### src/rtl/seven_segment_pkg.sv
// Shared definitions for the seven-segment blink controller.
//   blink_state_e      : blink controller state encoding (IDLE, CONT, BURST)
//   BLANK_CODE_DEFAULT : nibble the downstream decoder renders as all segments off
//   MAX_DIGITS         : widest digit bus the slice helper accepts
//   digit_slice()      : returns digit d (bits 4d+3:4d) of a packed BCD bus
package seven_segment_pkg;

  typedef enum logic [1:0] {
    IDLE  = 2'd0,
    CONT  = 2'd1,
    BURST = 2'd2
  } blink_state_e;

  localparam logic [3:0]  BLANK_CODE_DEFAULT = 4'hE;
  localparam int unsigned MAX_DIGITS         = 16;

  // Callers zero-extend their bus to 4*MAX_DIGITS bits before calling.
  function automatic logic [3:0] digit_slice(input logic [4*MAX_DIGITS-1:0] bus,
                                             input int unsigned             d);
    logic [4*MAX_DIGITS-1:0] shifted;
    shifted = bus >> (4 * d);
    return shifted[3:0];
  endfunction

endpackage

### src/rtl/blink_prescaler.sv
// Blink timebase: counts PRESCALE clocks per half-period and flips the phase
// at each terminal count.
//   clk    in  system clock
//   rst_n  in  synchronous active-low reset
//   clear  in  zero the counter and phase this cycle (phase restart / stop)
//   run    in  counter advances while high; held at zero while low
//   phase  out 1 = blanking half-period
//   toggle out one-cycle pulse in the cycle the phase is about to flip
module blink_prescaler
  import seven_segment_pkg::*;
#(
  parameter int unsigned PRESCALE = 25_000_000
) (
  input  logic clk,
  input  logic rst_n,
  input  logic clear,
  input  logic run,
  output logic phase,
  output logic toggle
);

  localparam int unsigned      CNT_W = $clog2(PRESCALE) + 1;
  localparam logic [CNT_W-1:0] TERM  = CNT_W'(PRESCALE - 1);

  logic [CNT_W-1:0] cnt_q, cnt_d;
  logic             phase_q, phase_d;

  // Not gated by clear: the owner decides whether a coincident clear
  // swallows the toggle, which keeps this path free of a loop through clear.
  assign toggle = run && (cnt_q == TERM);
  assign phase  = phase_q;

  always_comb begin
    cnt_d   = cnt_q;
    phase_d = phase_q;
    if (clear || !run) begin
      cnt_d   = '0;
      phase_d = 1'b0;
    end else if (cnt_q == TERM) begin
      cnt_d   = '0;
      phase_d = ~phase_q;
    end else begin
      cnt_d = cnt_q + 1'b1;
    end
  end

  always_ff @(posedge clk) begin
    if (!rst_n) begin
      cnt_q   <= '0;
      phase_q <= 1'b0;
    end else begin
      cnt_q   <= cnt_d;
      phase_q <= phase_d;
    end
  end

endmodule

### src/rtl/seven_segment_blink_controller.sv
// Blanks selected BCD digits on a self-generated blink timebase, either
// continuously (enable level) or for a fixed number of half-periods (start
// pulse). Sits between the BCD mux and the seven-segment decoder.
//   i_Clk          in  system clock
//   i_Reset_n      in  synchronous active-low reset
//   i_Blink_Enable in  continuous blink while high; overrides any burst
//   i_Blink_Start  in  one-cycle pulse, starts/restarts a burst
//   i_Blink_Mask   in  bit d = 1 blinks digit d
//   i_BCD_Num      in  packed BCD digits
//   o_BCD_Num      out registered digits with blanked ones replaced by BLANK_CODE
//   o_Blink_Phase  out 1 = blanking half-period
//   o_Burst_Busy   out high while in BURST
//   o_Dbg_State    out current state encoding (blink_state_e)
module seven_segment_blink_controller
  import seven_segment_pkg::*;
#(
  parameter int unsigned DECIMAL_DIGITS = 4,
  parameter int unsigned PRESCALE       = 25_000_000,
  parameter int unsigned BURST_TOGGLES  = 6,
  parameter logic [3:0]  BLANK_CODE     = BLANK_CODE_DEFAULT
) (
  input  logic                          i_Clk,
  input  logic                          i_Reset_n,
  input  logic                          i_Blink_Enable,
  input  logic                          i_Blink_Start,
  input  logic [DECIMAL_DIGITS-1:0]     i_Blink_Mask,
  input  logic [4*DECIMAL_DIGITS-1:0]   i_BCD_Num,
  output logic [4*DECIMAL_DIGITS-1:0]   o_BCD_Num,
  output logic                          o_Blink_Phase,
  output logic                          o_Burst_Busy,
  output logic [1:0]                    o_Dbg_State
);

  localparam int unsigned   BW   = $clog2(BURST_TOGGLES + 1);
  localparam logic [BW-1:0] LAST = BW'(BURST_TOGGLES - 1);

  blink_state_e                state_q, state_d;
  logic                        busy_q, busy_d;
  logic [BW-1:0]               burst_cnt_q, burst_cnt_d;
  logic [DECIMAL_DIGITS-1:0]   mask_hist_q, mask_hist_d;
  logic [4*DECIMAL_DIGITS-1:0] bcd_q, bcd_d;

  logic pre_clear, pre_run, pre_phase, pre_toggle;
  logic mask_chg, tick, restart;

  blink_prescaler #(
    .PRESCALE (PRESCALE)
  ) u_prescaler (
    .clk    (i_Clk),
    .rst_n  (i_Reset_n),
    .clear  (pre_clear),
    .run    (pre_run),
    .phase  (pre_phase),
    .toggle (pre_toggle)
  );

  assign pre_run = (state_q != IDLE);

  always_comb begin
    state_d     = state_q;
    burst_cnt_d = burst_cnt_q;
    restart     = 1'b0;
    mask_hist_d = i_Blink_Mask;

    // A mask edit restarts the phase so the newly selected digit is shown
    // for a full visible half-period; a toggle coinciding with it is lost.
    mask_chg = (state_q != IDLE) && (i_Blink_Mask != mask_hist_q);
    tick     = pre_toggle && !mask_chg;

    if (i_Blink_Enable) begin
      state_d = CONT;
    end else begin
      case (state_q)
        CONT:    state_d = IDLE;
        IDLE:    if (i_Blink_Start) state_d = BURST;
        BURST: begin
          if (i_Blink_Start) begin
            restart = 1'b1;
          end else if (tick) begin
            if (burst_cnt_q == LAST) state_d = IDLE;
            else                     burst_cnt_d = burst_cnt_q + 1'b1;
          end
        end
        default: state_d = IDLE;
      endcase
    end

    if (state_d != BURST || restart) burst_cnt_d = '0;

    // Any state change (entry, exit, burst end) and any restart zero the timebase.
    pre_clear = restart || mask_chg || (state_d != state_q) || (state_d == IDLE);
    busy_d    = (state_d == BURST);

    bcd_d = '0;
    for (int d = 0; d < DECIMAL_DIGITS; d++) begin
      if ((state_q != IDLE) && pre_phase && i_Blink_Mask[d])
        bcd_d[4*d +: 4] = BLANK_CODE;
      else
        bcd_d[4*d +: 4] = digit_slice((4*MAX_DIGITS)'(i_BCD_Num), d);
    end
  end

  always_ff @(posedge i_Clk) begin
    if (!i_Reset_n) begin
      state_q     <= IDLE;
      busy_q      <= 1'b0;
      burst_cnt_q <= '0;
      mask_hist_q <= '0;
      bcd_q       <= '0;
    end else begin
      state_q     <= state_d;
      busy_q      <= busy_d;
      burst_cnt_q <= burst_cnt_d;
      mask_hist_q <= mask_hist_d;
      bcd_q       <= bcd_d;
    end
  end

  assign o_BCD_Num     = bcd_q;
  assign o_Blink_Phase = pre_phase;
  assign o_Burst_Busy  = busy_q;
  assign o_Dbg_State   = state_q;

endmodule

### config.mk
export PLATFORM = sky130hd
export DESIGN_NAME = seven_segment_blink_controller
export DESIGN_NICKNAME = d
export VERILOG_FILES = /design/src/rtl/seven_segment_pkg.sv /design/src/rtl/blink_prescaler.sv /design/src/rtl/seven_segment_blink_controller.sv
export SDC_FILE = /design/constraint.sdc
export NUM_CORES = 1
export LEC_CHECK = 0
export CAP_MARGIN = 20
export CORE_MARGIN = 2
export CORE_UTILIZATION = 25
export CTS_CLUSTER_DIAMETER = 80
export DETAILED_ROUTE_END_ITERATION = 8
export PLACE_DENSITY = 0.49
export REMOVE_ABC_BUFFERS = 1
export SLEW_MARGIN = 20
export SYNTH_ARGS = -nofsm -noshare
export SYNTH_HDL_FRONTEND = slang
export SYNTH_SLANG_ARGS = --single-unit
### constraint.sdc
create_clock -name i_Clk -period 2.56 [get_ports i_Clk]
set_input_delay 0.64 -clock i_Clk [delete_from_list [all_inputs] [get_ports i_Clk]]
set_output_delay 0.64 -clock i_Clk [all_outputs]
set_load 0.01 [all_outputs]
==> impl_metrics.env, run 1 <==
export IMPL_status="finished, final reports clean"
export IMPL_antenna_found_initial=0
export IMPL_cp_max_fo=3
export IMPL_met3_usage=0.0223
export IMPL_wl_per_cell_um=11.2
export IMPL_vias_per_cell=4.38
export IMPL_netlist_top_cells_count="53 x dfxtp_1, 36 x nor2_1, 20 x xor2_1, 18 x nand2_1, 13 x o21a_1"
export IMPL_rows=33
export IMPL_hold_violations=0
export IMPL_synth_ff_type="dfxtp_1"
export IMPL_ant_nets=0
export IMPL_num_io_pins=44
export IMPL_setup_viol=0
export IMPL_area_growth_syn_to_layout_pct=33.3
export IMPL_critPathArrivalTime_ns=2.38
export IMPL_layoutNonFillerInstCount=385
export IMPL_firstDrtPassIters=4
export IMPL_die_x_um=97.2
export IMPL_die_area_um2=9440
export IMPL_ys_seq_elements=53
export IMPL_nFillCells=869
export IMPL_antenna_cells=0
export IMPL_grt_busiest_layer="met2"
export IMPL_ys_seq_area_frac=0.489
export IMPL_grtUsageMet1=0.124
export IMPL_fin_area_um2=2890
export IMPL_clockRootBuffer="clkbuf_8"
export IMPL_rsz0062_at_grt="false"
export IMPL_drcViolationCount=0
export IMPL_cts_tree="built"
export IMPL_ys_warn_count=0
export IMPL_yosys_area_top_type="dfxtp_1"
export IMPL_synth_top_cell_area_share=0.489
export IMPL_first_iter_violations=46
export IMPL_cts_resized=0
export IMPL_required_ns=2.80
export IMPL_powerDensity_nw_per_um2=560
export IMPL_synthArstFlopShare=0
export IMPL_yosysMostFrequentCell="dfxtp_1"
export IMPL_cts_setup_buffers=0
export IMPL_postPlaceCellArea_um2=2760
export IMPL_grt_pass1_wl_um=7520
export IMPL_clk_insertion_delay_late_ns=0.30
export IMPL_synthTopCellsByArea="dfxtp_1 49%, xor2_1 8.1%, nor2_1 6.2%, o21a_1 4.5%, nand2_1 3.1%"
export IMPL_intPower_uw=1300
export IMPL_numCtsBuffers=5
export IMPL_final_nets=306
export IMPL_wl_um=4300
export IMPL_switching_share=0.194
export IMPL_min_delay_path_class="register to register"
export IMPL_synth_cells=229
export IMPL_grt_start_max_net_pins=27
export IMPL_ctsHoldBuffers=0
export IMPL_start_util=0.261
export IMPL_grt_ovfl_total=0
export IMPL_place_inst=377
export IMPL_drive_above_1_share=0.0929
export IMPL_ir_worst_vdd_v=0.000318
export IMPL_syn_cell_area_um2=2170
export IMPL_p_switching_uw=314
export IMPL_period_share=0.833
export IMPL_pwr_share_clk=0.406
export IMPL_core_um2=8300
export IMPL_port_buffers=43
export IMPL_min_period_ns=2.13
export IMPL_tightest_slew_ns=0.488
export IMPL_cp_end_kind="register"
export IMPL_drv_slew=0
export IMPL_grt_pass1_vias=1624
export IMPL_synth_edff_count=0
export IMPL_critical_path_class="input pin to register"
export IMPL_ctsLongestPathBuffers=2
export IMPL_fin_util=0.348
export IMPL_postSynthAreaPerCell_um2=9.47
export IMPL_cts_sinks=53
export IMPL_pwr_share_comb=0.069
export IMPL_cap_violations=0
export IMPL_grtUsageTotal=0.0948
export IMPL_fin_skew_ns=0.0101
export IMPL_relSlewSlack=0.672
export IMPL_synth_cell_types=41
export IMPL_max_clock_freq_mhz=469
export IMPL_clk_pin_slew_worst_paths_ns=0.10
export IMPL_htree_num_levels=2
export IMPL_power_leakage_uw=0.00102
export IMPL_seqPwrFrac=0.525
export IMPL_dpl_hpwl_um=3100
export IMPL_gp_congestion=0.662
export IMPL_die_y_um=97.2
export IMPL_vias=1685
export IMPL_whs_ns=0.467
export IMPL_tns_ns=0
export IMPL_use_met2=0.154
export IMPL_startpoint_type="input pin"
-- routing by layer --
metal | wire [um] | vias up
met1 | 2150 | 788
met4 | 58 | 0
li1 | - | 867
met2 | 1940 | 25
met3 | 148 | 5
met5 | 0 | -
-- power by group through the flow --
stage	registers [uW]	logic, uW	clock network [uW]
floorplan	877	23.9	0
global placement	869	112	0
detailed placement	869	112	0
CTS	850	113	687
global route	852	121	715
finish	849	111	658
-- layout make-up --
type,instances,area [um^2],area share
inverter,3,11.3,0.00389
multi-input combinational,167,1070,0.369
tap,105,131,0.0454
clock inverter,3,65.1,0.0225
timing repair buffer,49,488,0.169
sequential,53,1060,0.367
clock buffer,5,68.8,0.0238
-- critical path, cell delays in order --
cell,delay [ns]
clkdlybuf4s50_1,0.45
xor2_1,0.17
nor4_1,0.31
buf_4,0.17
and4_2,0.23
mux2_2,0.33
nor2_1,0.07
-- worst paths after layout --
check,cells past startpoint,to,from,slack (ns)
worst min-delay path,1,u_prescaler.cnt_q[0],u_prescaler.cnt_q[0],0.47
worst max register to register,5,u_prescaler.cnt_q[25],u_prescaler.cnt_q[6],0.56
worst min register to register,1,u_prescaler.cnt_q[0],u_prescaler.cnt_q[0],0.47
worst max-delay path,7,burst_cnt_q[1],i_Blink_Mask[3],0.43
-- stage by stage --
stage	total power (uW)	setup slack, ns
after detailed placement	981	0.0876
after global placement	981	0.0880
after CTS	1650	0.407
after floorplan	901	0.518
after global routing	1690	0.223
final	1620	0.427
-- layout by cell type, fill, tap and decap left out, types with 3 or more instances in the layout --
cell and n:
dfxtp_1 53, clkdlybuf4s50_1 43, nor2_1 36, xor2_1 20, nand2_1 18, o21a_1 13
and2_1 10, nand3_1 9, xnor2_1 7, nand4_1 6, and3_1 6, a21oi_1 5
clkbuf_8 5, buf_4 5, o21ai_0 4, or3_1 4, inv_1 3, ha_1 3
-- registers in the layout (all words and copies together), names as in the netlist --
register and count:
u_prescaler.cnt_q 26, u_prescaler.phase 1, burst_cnt_q 3, o_Dbg_State 2
mask_hist_q 4, o_Burst_Busy 1, o_BCD_Num 16
-- kinds of logic after synthesis --
logic type | after synthesis | synth area share
fa+ha+maj | 3 | 0.0173
flops | 53 | 0.489
xor+xnor | 27 | 0.109
mux | 1 | 0.00519
simple gates | 110 | 0.279
buf+inv | 9 | 0.0196
compound gates | 26 | 0.0813
Note: power is estimated with default switching activity, not from simulation.
==> inputs of run 2 (changes only) <==
- PLACE_DENSITY: 0.49 -> 0.5
- clock period: 2.56 -> 1.9 ns (I/O delays scaled with it)
==> run 2 against run 1 <==
Against the previous run:
- the run now ends with negative setup slack left
- worst hold slack lost 0.021 ns
- combinational power rose by 45%
- clock skew is 0.0020 ns lower
- final cell count up 7.0%
- count of clock-buffer cells in the layout unchanged
- non-clock buffer count up 27
- first-iteration DRC count is 8.7% lower
- via count increased by 5.8%
- clock power up 3%
- cell area increased by 7.7%
- highest routed layer unchanged
==> impl_metrics.env, run 2 (synthesis gave the netlist of run 1 again) <==
export IMPL_rows=33
export IMPL_required_ns=2.16
export IMPL_power_leakage_uw=0.00119
export IMPL_fin_skew_ns=0.00810
export IMPL_grtUsageTotal=0.0986
export IMPL_htree_num_levels=2
export IMPL_tns_ns=-0.0403
export IMPL_final_common_cell="dfxtp_1"
export IMPL_wl_per_cell_um=11.6
export IMPL_max_clock_freq_mhz=517
export IMPL_numCtsBuffers=5
export IMPL_grt_start_max_net_pins=27
export IMPL_powerDensity_nw_per_um2=637
export IMPL_cp_end_kind="register"
export IMPL_violations="negative setup slack"
export IMPL_largest_reg_flops=26
export IMPL_ctsLongestPathBuffers=2
export IMPL_slowest_delay_ns=0.54
export IMPL_grt_pass1_wl_um=7780
export IMPL_cp_max_fo=2
export IMPL_regMostFlops="u_prescaler.cnt_q"
export IMPL_period_share=1.02
export IMPL_cts_tree="built"
export IMPL_whs_ns=0.446
export IMPL_vias=1783
export IMPL_power_uw=1980
export IMPL_wl_um=4770
export IMPL_cp_cell_sequence="or4b_4 -> nor4_4 -> and4_4 -> mux2_2 -> nor2_1"
export IMPL_nFillCells=858
export IMPL_drcViolationCount=0
export IMPL_die_x_um=97.2
export IMPL_ir_worst_vdd_v=0.000240
export IMPL_ant_nets=0
export IMPL_gp_congestion=0.708
export IMPL_cts_sinks=53
export IMPL_dpl_hpwl_um=3310
export IMPL_drive_above_1_share=0.192
export IMPL_core_um2=8300
export IMPL_critPathArrivalTime_ns=2.19
export IMPL_die_area_um2=9440
export IMPL_start_util=0.261
export IMPL_first_iter_violations=42
export IMPL_grt_pass1_vias=1718
export IMPL_firstDrtPassIters=4
export IMPL_antenna_found_initial=0
export IMPL_area_growth_syn_to_layout_pct=43.5
export IMPL_hold_violations=0
export IMPL_antenna_cells=0
export IMPL_min_period_ns=1.93
export IMPL_critical_path_class="register to register"
export IMPL_clockRootBuffer="clkbuf_8"
export IMPL_setup_viol=2
export IMPL_tightest_slew_ns=0.402
export IMPL_clk_pin_slew_worst_paths_ns=0.11
export IMPL_num_io_pins=44
export IMPL_min_delay_path_class="input pin to register"
export IMPL_die_y_um=97.2
export IMPL_rsz0062_at_grt="true"
export IMPL_final_cell_mix="52 x dfxtp_1, 40 x clkdlybuf4s50_1, 34 x nor2_1"
export IMPL_drv_slew=0
export IMPL_grt_ovfl_total=0
export IMPL_relSlewSlack=0.728
export IMPL_clk_insertion_delay_late_ns=0.31
export IMPL_port_buffers=43
export IMPL_vias_per_cell=4.33
export IMPL_startpoint_type="register"
export IMPL_status="finished with violations"
export IMPL_cap_violations=0
export IMPL_final_nets=333
export IMPL_layout_setup_ws_ns=-0.0344
export IMPL_crit_path_top_delay_cell="or4b_4"
export IMPL_ctsHoldBuffers=0
run 2: cell types whose count changed in the layout (fill, tap and decap cells not counted), moves of 2 or more:
| cell | previous run | this run |
|---|---|---|
| bufinv_16 | 2 | 0 |
| nor2_2 | 0 | 2 |
| dlymetal6s2s_1 | 0 | 3 |
| buf_6 | 0 | 2 |
| clkinvlp_4 | 0 | 2 |
| nor2_1 | 36 | 34 |
| clkdlybuf4s50_1 | 43 | 40 |
| buf_4 | 5 | 29 |
run 2: critical path, delay by kind of cell (launching register included):
family / cells / cell delay (ns)
flip-flops: 1 / 0.33
AND/OR/NAND/NOR: 4 / 1.23
multiplexers: 1 / 0.32
run 2: cell type report:
type / instances / area, um^2 / area share
timing repair buffer: 76 / 723 / 0.232
sequential: 53 / 1060 / 0.341
multi-input combinational: 167 / 1090 / 0.350
clock buffer: 5 / 68.8 / 0.0221
inverter: 3 / 11.3 / 0.00362
clock inverter: 3 / 26.3 / 0.00844
tap: 105 / 131 / 0.0422
run 2: power breakdown:
| group | switching (uW) | internal [uW] |
|---|---|---|
| Combinational | 54.0 | 107 |
| Clock | 408 | 269 |
| Sequential | 9.20 | 1140 |
run 2: metal layers:
metal,share of wire,global-route usage
met1,0.48,0.128
met2,0.46,0.162
met4,0.0057,0.0293
met3,0.047,0.0252
met5,0,0
run 2: stage by stage:
step / utilization / setup slack, ns / std cells / cell area, um^2
after floorplan: - / -0.0740 / 223 / 2140
after global placement: 0.353 / -0.338 / 400 / 2930
after detailed placement: 0.353 / -0.337 / 400 / 2930
after CTS: 0.366 / -0.0517 / 409 / 3040
after global routing: 0.375 / -0.0959 / 412 / 3110
final: 0.375 / -0.0344 / 412 / 3110
run 2: what timing repair did:
action | CTS | global route
gates cloned | 0 | 2
pin swaps | 3 | 6
setup buffers | 1 | 1
hold endpoints to repair | 0 | 0
setup endpoints to repair | 4 | 32
resized for setup | 2 | 10
run 2: path summary, 6_finish.rpt:
path | start | endpoint | slack, ns | depth (start not counted)
setup / recovery | u_prescaler.cnt_q[9] | burst_cnt_q[1] | -0.03 | 5
hold / removal | i_Blink_Mask[1] | mask_hist_q[1] | 0.45 | 2
setup reg to reg | u_prescaler.cnt_q[9] | burst_cnt_q[1] | -0.03 | 5
hold reg to reg | u_prescaler.cnt_q[21] | u_prescaler.cnt_q[21] | 0.51 | 2
==> inputs of run 3 (changes only) <==
- HOLD_SLACK_MARGIN: default -> 0.06
==> results of run 3 <==
The final DEF is identical to that of run 2; final timing and power are the same.
